$ cat src/rtl/spi_ram.sv
// Command-decoding single-port RAM fed by the SPI slave's 10-bit words ([9:8] cmd, [7:0] payload).
// Define SPI_RAM_AUTO_INC_EN to post-increment the write/read addresses after each data command.
module spi_ram #(
  parameter int MEM_DEPTH = 256,
  parameter int ADDR_SIZE = 8
) (
  input  logic       clk,
  input  logic       rst,
  input  logic [9:0] rx_data,
  input  logic       rx_valid,
  output logic [7:0] tx_data,
  output logic       tx_valid
);

  typedef enum logic [1:0] {
    CMD_WR_ADDR = 2'b00,
    CMD_WR_DATA = 2'b01,
    CMD_RD_ADDR = 2'b10,
    CMD_RD_DATA = 2'b11
  } cmd_e;

  logic [7:0]           mem [MEM_DEPTH];
  logic [ADDR_SIZE-1:0] wr_addr_q, wr_addr_d;
  logic [ADDR_SIZE-1:0] rd_addr_q, rd_addr_d;
  logic [7:0]           tx_data_q, tx_data_d;
  logic                 tx_valid_q, tx_valid_d;
  logic                 mem_we;
  cmd_e                 cmd;

  assign cmd = cmd_e'(rx_data[9:8]);

  always_comb begin
    wr_addr_d  = wr_addr_q;
    rd_addr_d  = rd_addr_q;
    tx_data_d  = tx_data_q;
    tx_valid_d = 1'b0;
    mem_we     = 1'b0;
    if (rx_valid) begin
      case (cmd)
        CMD_WR_ADDR: wr_addr_d = rx_data[ADDR_SIZE-1:0];
        CMD_WR_DATA: begin
          mem_we = 1'b1;
`ifdef SPI_RAM_AUTO_INC_EN
          wr_addr_d = wr_addr_q + ADDR_SIZE'(1);
`else
          wr_addr_d = wr_addr_q;
`endif
        end
        CMD_RD_ADDR: rd_addr_d = rx_data[ADDR_SIZE-1:0];
        CMD_RD_DATA: begin
          tx_data_d  = mem[rd_addr_q];
          tx_valid_d = 1'b1;
`ifdef SPI_RAM_AUTO_INC_EN
          rd_addr_d = rd_addr_q + ADDR_SIZE'(1);
`else
          rd_addr_d = rd_addr_q;
`endif
        end
        default: ;
      endcase
    end
  end

  always_ff @(posedge clk or posedge rst) begin
    if (rst) begin
      wr_addr_q  <= '0;
      rd_addr_q  <= '0;
      tx_data_q  <= 8'h00;
      tx_valid_q <= 1'b0;
    end else begin
      wr_addr_q  <= wr_addr_d;
      rd_addr_q  <= rd_addr_d;
      tx_data_q  <= tx_data_d;
      tx_valid_q <= tx_valid_d;
    end
  end

  // Storage is never cleared; writes are blocked while reset is held.
  always_ff @(posedge clk) begin
    if (mem_we && !rst) mem[wr_addr_q] <= rx_data[7:0];
  end

  assign tx_data  = tx_data_q;
  assign tx_valid = tx_valid_q;

endmodule

$ cat config.mk
export PLATFORM = sky130hd
export DESIGN_NAME = spi_ram
export DESIGN_NICKNAME = d
export VERILOG_FILES = /design/src/rtl/spi_ram.sv
export SDC_FILE = /design/constraint.sdc
export NUM_CORES = 2
export LEC_CHECK = 0
export CAP_MARGIN = 20
export CORE_MARGIN = 5
export CORE_UTILIZATION = 60
export DETAILED_ROUTE_END_ITERATION = 6
export GPL_ROUTABILITY_DRIVEN = 1
export HOLD_SLACK_MARGIN = 0.02
export MAX_ROUTING_LAYER = met4
export PLACE_DENSITY = 0.76
export SKIP_LAST_GASP = 1
export SYNTH_ARGS = -nofsm -noshare
export SYNTH_HDL_FRONTEND = slang
export SYNTH_SLANG_ARGS = --single-unit
$ cat constraint.sdc
create_clock -name clk -period 3.6 [get_ports clk]
set_input_delay 0.72 -clock clk [delete_from_list [all_inputs] [get_ports clk]]
set_output_delay 0.72 -clock clk [all_outputs]
set_load 0.005 [all_outputs]
==> reports/results.txt <==
Final Instance Area: 0.09190 mm²
synthesized area per cell: 20.36 µm²
max-cap violation count: 0
Synth Net Count: 3,981
RSZ-0062 raised after global routing: yes
vias per cell: 6.780
GRT overflow: 0
Synth Register Bits: 2,073
Placement Cell Area: 0.08606 mm²
Slew Limit Fails: 0
Critical Path Source Type: flop
Seq/Total Area, Yosys: 76.90%
Post-Synth XOR/XNOR Area: 0%
status: completed
wire per inst: 32.85 µm
Vert. Die Dim: 376.9 µm
worst clock skew: 26.74 ps
PortBufs: 21
Synth Area in Compound Gates: 3.705%
adder-cell share of the synthesized area: 0%
crit path time final: 3552 ps
WP data arrival: 4240 ps
clock tree buffer depth: 3
first-pass GRT wire length: 302,700 µm
crit end category: flop
Fin. Hold Viols: 0
First DRT Iteration DRCs: 6,512
worst-margin pin slew: 1242 ps
CTS Hold Bufs: 0
gr usage total: 30.74%
largest family of logic cells by synthesized area: multiplexers
crit path max fanout: 28
fin nets: 4,469
DP HPWL: 131,300 µm
Peak Freq: 281.6 MHz
leakage power: 0.02995 µW
die width: 376.9 µm
FF/Latch Area: 0.06214 mm²
post-synthesis mux area share: 14.55%
CTS tree: yes
vias in the first global route: 43,002
drc violations: 0
Synth-to-Final Area Change: 13.76%
Cells after Synth: 3,968
DRT antenna net count: 0
clk_lat worst skew: 830 ps
pin count of the biggest net entering global routing: 138
maximum vdd drop: 0.3792 mV
max_slew headroom: 17.22%
DR pass1 iterations: 6
critical path required time: 4280 ps
utilization after layout: 68.77%
YS warnings: 0
Crit Path Class: flop to flop
Power per Cell Area: 581.9 mW/mm²
Synth Cell Area: 0.08078 mm²
Tightest Hold Check Type: input pin to flop
share of cells above drive strength 1: 25.11%
detailed-route wire length: 209,600 µm
core area: 0.1336 mm²
Row Count: 134
Num CTS Buffers: 192
htree depth: 4
Clock Root Buffer: clkbuf_16
IO Pins: 22
FILL cells: 7,848
Clock transition at path regs: 70 ps
Die ar.: 0.1421 mm²
Yosys cell types: 56
final clock period utilization by the worst path: 98.66%
via count: 43,264
initial antenna violation count: 6
Starting Density: 60.45%
Sink Count: 2,073
setup violators final: 0
routability cong.: 0.9183
Multi-input gate area: 0.01708 mm²
Simple-Gate Fraction of Synth Area: 2.827%
[state kept, by name, summed over array words and instances, names as in the netlist]
signal and cells:
mem 2048, rd_addr_q 8, tx_data 8, tx_valid 1, wr_addr_q 8
[per-layer routing]
| layer | GRT usage (%) | part of all wire, % | vias up |
|---|---|---|---|
| met5 | - | 0 | - |
| met4 | 12.92 | 4.9 | 0 |
| met3 | 6.993 | 12 | 557 |
| met2 | 46.75 | 48 | 3038 |
| met1 | 40.97 | 35 | 22243 |
| li1 | - | - | 17426 |
[area by class of cell]
cell class                      instances  area share, %
Sequential cell                      2073          67.62
Multi-Input combinational cell       1650          18.58
Clock buffer                          258          5.600
Timing Repair Buffer                  533          5.047
Tap cell                             1768          2.407
Clock inverter                         88         0.7066
Inverter                                6        0.02587
Antenna cell                            5        0.01361
[metrics by stage]
step                setup slack (ps)  power (µW)  cells  hold slack [ps]  TNS, ps
global placement              -652.0       34650   6026            537.0    -1116
floorplan                      837.9       31750   3968            480.2        0
global route                  -23.23       54880   6381            414.5   -23.23
finish                         48.35       53480   6381            425.2        0
CTS                           -16.09       53510   6376            380.7   -16.09
detailed placement            -199.8       34760   6029            543.6   -486.3
[power breakdown]
group / total (µW) / internal (µW) / switching, µW
logic: 7570 / 2990 / 4580
clock network: 19000 / 10400 / 8590
registers: 26900 / 26600 / 275
total: 53500 / 40000 / 13400
[placed cells by master, fill, tap and decap left out, types with 13 or more instances in the layout]
| cell | count |
|---|---|
| mux2_2 | 17 |
| clkinv_2 | 30 |
| o21ai_0 | 27 |
| nand3_1 | 41 |
| o221ai_1 | 50 |
| clkdlybuf4s50_1 | 13 |
| dfrtp_1 | 21 |
| clkinv_1 | 36 |
| mux4_1 | 27 |
| nand2_1 | 109 |
| clkbuf_16 | 195 |
| buf_12 | 43 |
| a2111oi_0 | 17 |
| mux4_2 | 349 |
| nor2_1 | 296 |
| buf_4 | 465 |
| o22ai_1 | 112 |
| a211oi_1 | 43 |
| clkbuf_1 | 60 |
| nor3_1 | 19 |
| a22oi_1 | 65 |
| mux2i_1 | 299 |
| a21oi_1 | 48 |
| edfxtp_1 | 2048 |
[final timing paths]
| path | start | end | slack [ps] | depth (start not counted) |
|---|---|---|---|---|
| hold / removal | rx_data[3] | mem[148][3]$_DFFE_PP_ | 430 | 1 |
| hold reg to reg | rd_addr_q[7]$_DFFE_PP0P_ | rd_addr_q[7]$_DFFE_PP0P_ | 600 | 1 |
| min in group asynchronous | rst | wr_addr_q[3]$_DFFE_PP0P_ | 550 | 2 |
| setup reg to reg | rd_addr_q[1]$_DFFE_PP0P_ | tx_data[1]$_DFFE_PP0P_ | 50 | 9 |
| setup / recovery | rd_addr_q[1]$_DFFE_PP0P_ | tx_data[1]$_DFFE_PP0P_ | 50 | 9 |
| max in group asynchronous | rst | tx_data[2]$_DFFE_PP0P_ | 2340 | 3 |
[logic make-up (layout without fill, tap and decap cells)]
kind of cell / after synthesis / in the layout
AOI/OAI and AO/OA: 423 / 423
buffers and inverters: 245 / 885
DFF: 2073 / 2073
muxes: 692 / 692
other: 0 / 5
and+or+nand+nor: 535 / 535
[critical path, cell delays in order (launching register included)]
cell and delay (ps):
dfrtp_4 680, buf_4 280, buf_4 450, nor2_1 110, buf_4 220, a22o_1 210, a2111oi_1 800, a2111oi_0 300
nand3_1 230, o211ai_1 120
[cells in the mapped netlist, drive strengths merged]
library cell | n | share of area, %
a311oi | 1 | 0.011
nor2 | 298 | 1.4
mux2 | 17 | 0.24
nor4 | 6 | 0.054
nor3 | 20 | 0.12
o211ai | 5 | 0.046
or2 | 1 | 0.0077
and2 | 7 | 0.054
and4 | 2 | 0.022
nand2b | 5 | 0.039
nand2 | 110 | 0.51
dfrtp | 25 | 0.77
buf | 138 | 1.5
clkbuf | 100 | 0.46
a21oi | 48 | 0.30
o21a | 2 | 0.019
o2111ai | 5 | 0.054
mux4 | 376 | 11
a211oi | 43 | 0.40
o311ai | 6 | 0.065
nand3b | 5 | 0.046
a2111oi | 27 | 0.29
a22oi | 65 | 0.60
a221oi | 2 | 0.022
inv | 6 | 0.028
o221ai | 52 | 0.58
and3 | 3 | 0.023
a31oi | 9 | 0.070
o21ai | 27 | 0.17
nor3b | 1 | 0.0093
or3b | 3 | 0.033
nand4 | 10 | 0.077
a211o | 3 | 0.033
o31ai | 3 | 0.028
mux2i | 299 | 3.7
o22ai | 114 | 0.90
nor2b | 13 | 0.10
a22o | 11 | 0.12
dlymetal6s2s | 1 | 0.015
edfxtp | 2048 | 76
nand4b | 2 | 0.022
nand3 | 41 | 0.25
or3 | 8 | 0.062
[what timing repair did]
item	CTS	global route
setup buffers	1	0
setup endpoints to repair	4	2
resized for setup	3	2
pin swaps	0	0
Note: power is estimated with default switching activity, not from simulation.
